## config.mk

```make
export PLATFORM = sky130hd
export DESIGN_NAME = traffic_phase_ctrl
export DESIGN_NICKNAME = d
export VERILOG_FILES = /design/src/rtl/traffic_phase_ctrl.sv
export SDC_FILE = /design/constraint.sdc
export NUM_CORES = 1
export LEC_CHECK = 0
export ABC_AREA = 1
export BUFFER_PORTS_ARGS = -buffer_cell sky130_fd_sc_hd__buf_2
export CORE_ASPECT_RATIO = 1.1
export CORE_MARGIN = 2
export CORE_UTILIZATION = 62
export CTS_CLUSTER_SIZE = 25
export DETAILED_ROUTE_END_ITERATION = 16
export PLACE_DENSITY_LB_ADDON = 0.12
export SLEW_MARGIN = 20
export SYNTH_ARGS = -nofsm -noshare
export SYNTH_HDL_FRONTEND = slang
export SYNTH_SLANG_ARGS = --single-unit
```

## constraint.sdc

```tcl
create_clock -name clk -period 4.3 [get_ports clk]
set_clock_uncertainty 0.05 [all_clocks]
set_input_delay 0.43 -clock clk [delete_from_list [all_inputs] [get_ports clk]]
set_output_delay 0.43 -clock clk [all_outputs]
set_load 0.01 [all_outputs]
```

## src/rtl/traffic_phase_ctrl.sv

```systemverilog
// Multi-approach traffic phase controller: green/yellow/all-red rotation with
// a pedestrian walk interval and a flashing-yellow fallback mode.
module traffic_phase_ctrl #(
    parameter int NDIR = 2,
    parameter int TW   = 8,
    parameter int DW   = (NDIR > 1) ? $clog2(NDIR) : 1
) (
    input  logic            clk,
    input  logic            rstn,
    input  logic            en,
    input  logic            flash_mode,
    input  logic            ped_req,
    input  logic [TW-1:0]   grn_len,
    input  logic [TW-1:0]   yel_len,
    input  logic [TW-1:0]   clr_len,
    output logic [NDIR-1:0] red_out,
    output logic [NDIR-1:0] yel_out,
    output logic [NDIR-1:0] grn_out,
    output logic            ped_walk,
    output logic [DW-1:0]   active_dir,
    output logic            cycle_done
);

    typedef enum logic [2:0] {
        IDLE,
        GREEN,
        YELLOW,
        ALLRED,
        WALK,
        FLASH
    } state_t;

    state_t          state;
    logic [TW-1:0]   timer;
    logic            ped_pending;
    logic            blink;
    logic            expired;
    logic            wrap;
    logic [DW-1:0]   next_dir;
    logic [NDIR-1:0] dir_sel;

    // A zero length still occupies one cycle, so it loads the same as a length of 1.
    function automatic logic [TW-1:0] load_of(input logic [TW-1:0] len);
        return (len == '0) ? '0 : len - TW'(1);
    endfunction

    assign expired  = (timer == '0);
    assign wrap     = (active_dir == DW'(NDIR - 1));
    assign next_dir = wrap ? '0 : active_dir + DW'(1);

    always_ff @(posedge clk or negedge rstn) begin
        if (!rstn) begin
            state       <= IDLE;
            active_dir  <= '0;
            timer       <= '0;
            ped_pending <= 1'b0;
            blink       <= 1'b0;
            cycle_done  <= 1'b0;
        end else begin
            cycle_done <= 1'b0;
            if (ped_req && state != WALK && state != IDLE)
                ped_pending <= 1'b1;

            case (state)
                IDLE: begin
                    if (flash_mode) begin
                        state <= FLASH;
                        timer <= load_of(yel_len);
                        blink <= 1'b1;
                    end else if (en) begin
                        state      <= GREEN;
                        active_dir <= '0;
                        timer      <= load_of(grn_len);
                    end
                end
                GREEN: begin
                    if (expired) begin
                        state <= YELLOW;
                        timer <= load_of(yel_len);
                    end else begin
                        timer <= timer - TW'(1);
                    end
                end
                YELLOW: begin
                    if (expired) begin
                        state <= ALLRED;
                        timer <= load_of(clr_len);
                    end else begin
                        timer <= timer - TW'(1);
                    end
                end
                ALLRED: begin
                    if (!expired) begin
                        timer <= timer - TW'(1);
                    end else if (flash_mode) begin
                        state <= FLASH;
                        timer <= load_of(yel_len);
                        blink <= 1'b1;
                    end else if (!en) begin
                        state      <= IDLE;
                        active_dir <= '0;
                    end else if (ped_pending) begin
                        state <= WALK;
                        timer <= load_of(grn_len);
                    end else begin
                        state      <= GREEN;
                        active_dir <= next_dir;
                        cycle_done <= wrap;
                        timer      <= load_of(grn_len);
                    end
                end
                WALK: begin
                    if (expired) begin
                        state       <= GREEN;
                        active_dir  <= next_dir;
                        cycle_done  <= wrap;
                        timer       <= load_of(grn_len);
                        ped_pending <= 1'b0;
                    end else begin
                        timer <= timer - TW'(1);
                    end
                end
                FLASH: begin
                    if (!flash_mode) begin
                        state <= ALLRED;
                        timer <= load_of(clr_len);
                    end else if (expired) begin
                        blink <= ~blink;
                        timer <= load_of(yel_len);
                    end else begin
                        timer <= timer - TW'(1);
                    end
                end
                default: state <= IDLE;
            endcase
        end
    end

    for (genvar gi = 0; gi < NDIR; gi++) begin : g_dir_sel
        assign dir_sel[gi] = (active_dir == DW'(gi));
    end

    // Lamps decode purely from registers, so reset drives them without a clock edge.
    always_comb begin
        red_out  = '1;
        yel_out  = '0;
        grn_out  = '0;
        ped_walk = 1'b0;
        case (state)
            GREEN: begin
                grn_out = dir_sel;
                red_out = ~dir_sel;
            end
            YELLOW: begin
                yel_out = dir_sel;
                red_out = ~dir_sel;
            end
            WALK:  ped_walk = 1'b1;
            FLASH: begin
                red_out = '0;
                yel_out = {NDIR{blink}};
            end
            default: ;
        endcase
    end

endmodule

```

==> reports/metrics.yaml <==
fill_cells: 358
slowest_delay_ns: 0.47
multi_input_area_mm2: 0.00164
drv_slew: 0
fin_ws_ns: 1.87
rows: 23
grt_pass1_wl_um: 11400
cts_max_level: 1
worst_path_dominant_cell_family: "simple AND/OR/NAND/NOR gates"
ctsLongestPathBuffers: 2
io_pins: 38
final_layout_size_suffix_gt1_frac: 0.154
yosys-top-cells-area: "nand2_1 22%, dfrtp_1 16%, nand3_1 9.5%"
worstSetupStartpoint: "timer[0]"
worst_r2r_startpoint: "timer[0]"
cts_root_buf: "clkbuf_8"
ant_nets: 0
slowest_stage: "nor2_4"
crit_chain: "inv_1, ha_1, nand2_2, nor2_4, nor2_1, inv_1, nand2_1, a21oi_1, nand3_1, nand2_1, nand2_1, nand2_1, nand2_1"
cts_tree: "yes"
drv_cap: 0
finalSetupTns_ns: 0
rsz0062_at_grt: "false"
end_kind: "register"
yosys.area.top_type_share: 0.218
power.density_mw_per_mm2: 138
synth_cells: 424
synth_edf_count: 0
remaining_drc_errors: 0
core_area_mm2: 0.00363
cp_max_fo: 20
worst-path-buf-inv: 2
cpMostUsedCell: "nand2_1"
ys_types: 39
hpwl_um: 5350
critPathLaunchType: "register"
antenna_found_initial: 0
ctsHoldBuffers: 0
initial_core_util: 0.643
hold_violations: 0
p_seq_frac: 0.401
drtPass1Iterations: 7
syn_to_final_growth_pct: 9.34
drtIter0Drc: 240
fmax_mhz: 411
dieArea_mm2: 0.00426
syn-num-nets: 460
ys_warn_count: 0
setup_violations: 0
post-place-ws_ns: 1.95
p_sw_uw: 113
synth.yosys.seq_area_share: 0.161
worst_ep_required_time_ns: 4.39
grt.overflow.total: 0
critPathArrivalTime_ns: 2.52
power_frac_comb: 0.273
clock_sinks: 15
avgViaCountPerCell: 5.61
path_clk_slew_ns: 0.06
cts_setup_buffers: 0
status: "finished clean"
path_class: "register to register"
die_w_um: 62.4
diodes: 0
worstHoldPathType: "input port to async pin"
routed_wl_um: 6750
p_sw_frac: 0.321
fin_crit_ns: 2.43
seq_area_um2: 375
cts_buffers: 3
grt.total_usage: 0.334
grt_pass1_vias: 2565
r2r_slack_ns: 1.87
avgSynthCellArea_um2: 5.49
routabilityCongestion: 1.11
vdd_ir_drop_max_mv: 0.175
clkPwrFrac: 0.325
tightest_slew_ns: 0.820
syn_area_mm2: 0.00233
nets: 493
insertion_delay_ns: 0.25
max-slew-margin-rel: 0.451
synthFlopType: "dfrtp_1"
wl_per_cell_um: 13.3
die_y_um: 68.3
grt_start_max_net_pins: 22
ctsResizeCount: 0
p_leak_nw: 1.35
period_share: 0.566
async_flop_share: 1.00
io_buffers: 37
ys_seq_elements: 15
internal_power_uw: 239
vias: 2841
synth_top_cell_by_area: "nand2_1"
==> logic make-up after synthesis <==
kind of cell	count (synthesis)	share of synthesized area
simple gates	255	0.480
fa+ha+maj	7	0.0376
compound gates	69	0.162
buf+inv	71	0.133
xor+xnor	7	0.0263
flops	15	0.161
==> metal layers <==
layer | routed length [um] | share of wire | global-route usage | up-vias
met5 | 0 | 0 | 0 | -
met4 | 269 | 0.040 | 0.119 | 0
met3 | 567 | 0.084 | 0.0526 | 30
met2 | 3080 | 0.46 | 0.594 | 152
met1 | 2840 | 0.42 | 0.414 | 1245
li1 | - | - | - | 1414
==> power groups by stage <==
stage	clock [mW]	combinational (mW)	sequential (mW)
finish	0.114	0.0960	0.141
floorplan	0	0.0573	0.144
global placement	0	0.0920	0.144
global route	0.122	0.108	0.141
detailed placement	0	0.0935	0.144
CTS	0.114	0.0939	0.141
==> worst paths after layout <==
check,cells after the start,endpoint
worst max-delay path,13,timer[1]
worst min-delay path,1,cycle_done
worst max register to register,13,timer[1]
worst min register to register,1,blink
max in group asynchronous,1,timer[1]
min in group clk,3,ped_pending
==> through the flow <==
stage / cell area [um^2] / std cells / power (mW) / hold WS (ns) / utilization
after global placement: 2500 / 502 / 0.236 / 0.297 / 0.690
after CTS: 2550 / 506 / 0.349 / 0.0416 / 0.703
final: 2550 / 506 / 0.352 / 0.0331 / 0.703
after detailed placement: 2500 / 502 / 0.237 / 0.305 / 0.690
after floorplan: 2330 / 424 / 0.201 / 0.0844 / -
after global routing: 2550 / 506 / 0.371 / 0.0543 / 0.703
==> layout make-up <==
| cell class | instances | area share |
|---|---|---|
| Multi-Input combinational cell | 338 | 0.645 |
| Inverter | 62 | 0.0923 |
| Tap cell | 50 | 0.0246 |
| Clock buffer | 4 | 0.0177 |
| Sequential cell | 15 | 0.147 |
| Timing Repair Buffer | 37 | 0.0727 |
==> registers in the layout, indices dropped and copies added (netlist names) <==
| name | count |
|---|---|
| timer | 8 |
| blink | 1 |
| active_dir | 1 |
| state | 3 |
| ped_pending | 1 |
| cycle_done | 1 |
==> synth_stat cells (all sizes together) (2+ instances only) <==
cell type / n
a21oi: 32
buf: 7
clkbuf: 2
dfrtp: 15
ha: 7
inv: 61
nand2: 141
nand3: 45
nand4: 7
nor2: 56
o21ai: 29
o22ai: 2
or2: 2
xor2: 6
==> cells in the final DEF (no fill, tap or decap), drive strengths merged <==
cell type / Yosys / layout
o211ai: 1 / 1
buf: 7 / 37
a211oi: 1 / 1
nand4: 7 / 7
clkbuf: 2 / 4
clkinv: 1 / 1
o22ai: 2 / 2
dfrtp: 15 / 15
nor2: 56 / 56
inv: 61 / 61
a31oi: 1 / 1
nor3: 1 / 1
xor2: 6 / 6
ha: 7 / 7
nand3b: 1 / 1
o21ai: 29 / 29
nand3: 45 / 45
o221ai: 1 / 1
a21oi: 32 / 32
xnor2: 1 / 1
a21o: 1 / 1
or2: 2 / 2
and2: 1 / 1
nand2: 141 / 141
nor4: 1 / 1
o21bai: 1 / 1
Note: power is estimated with default switching activity, not from simulation.
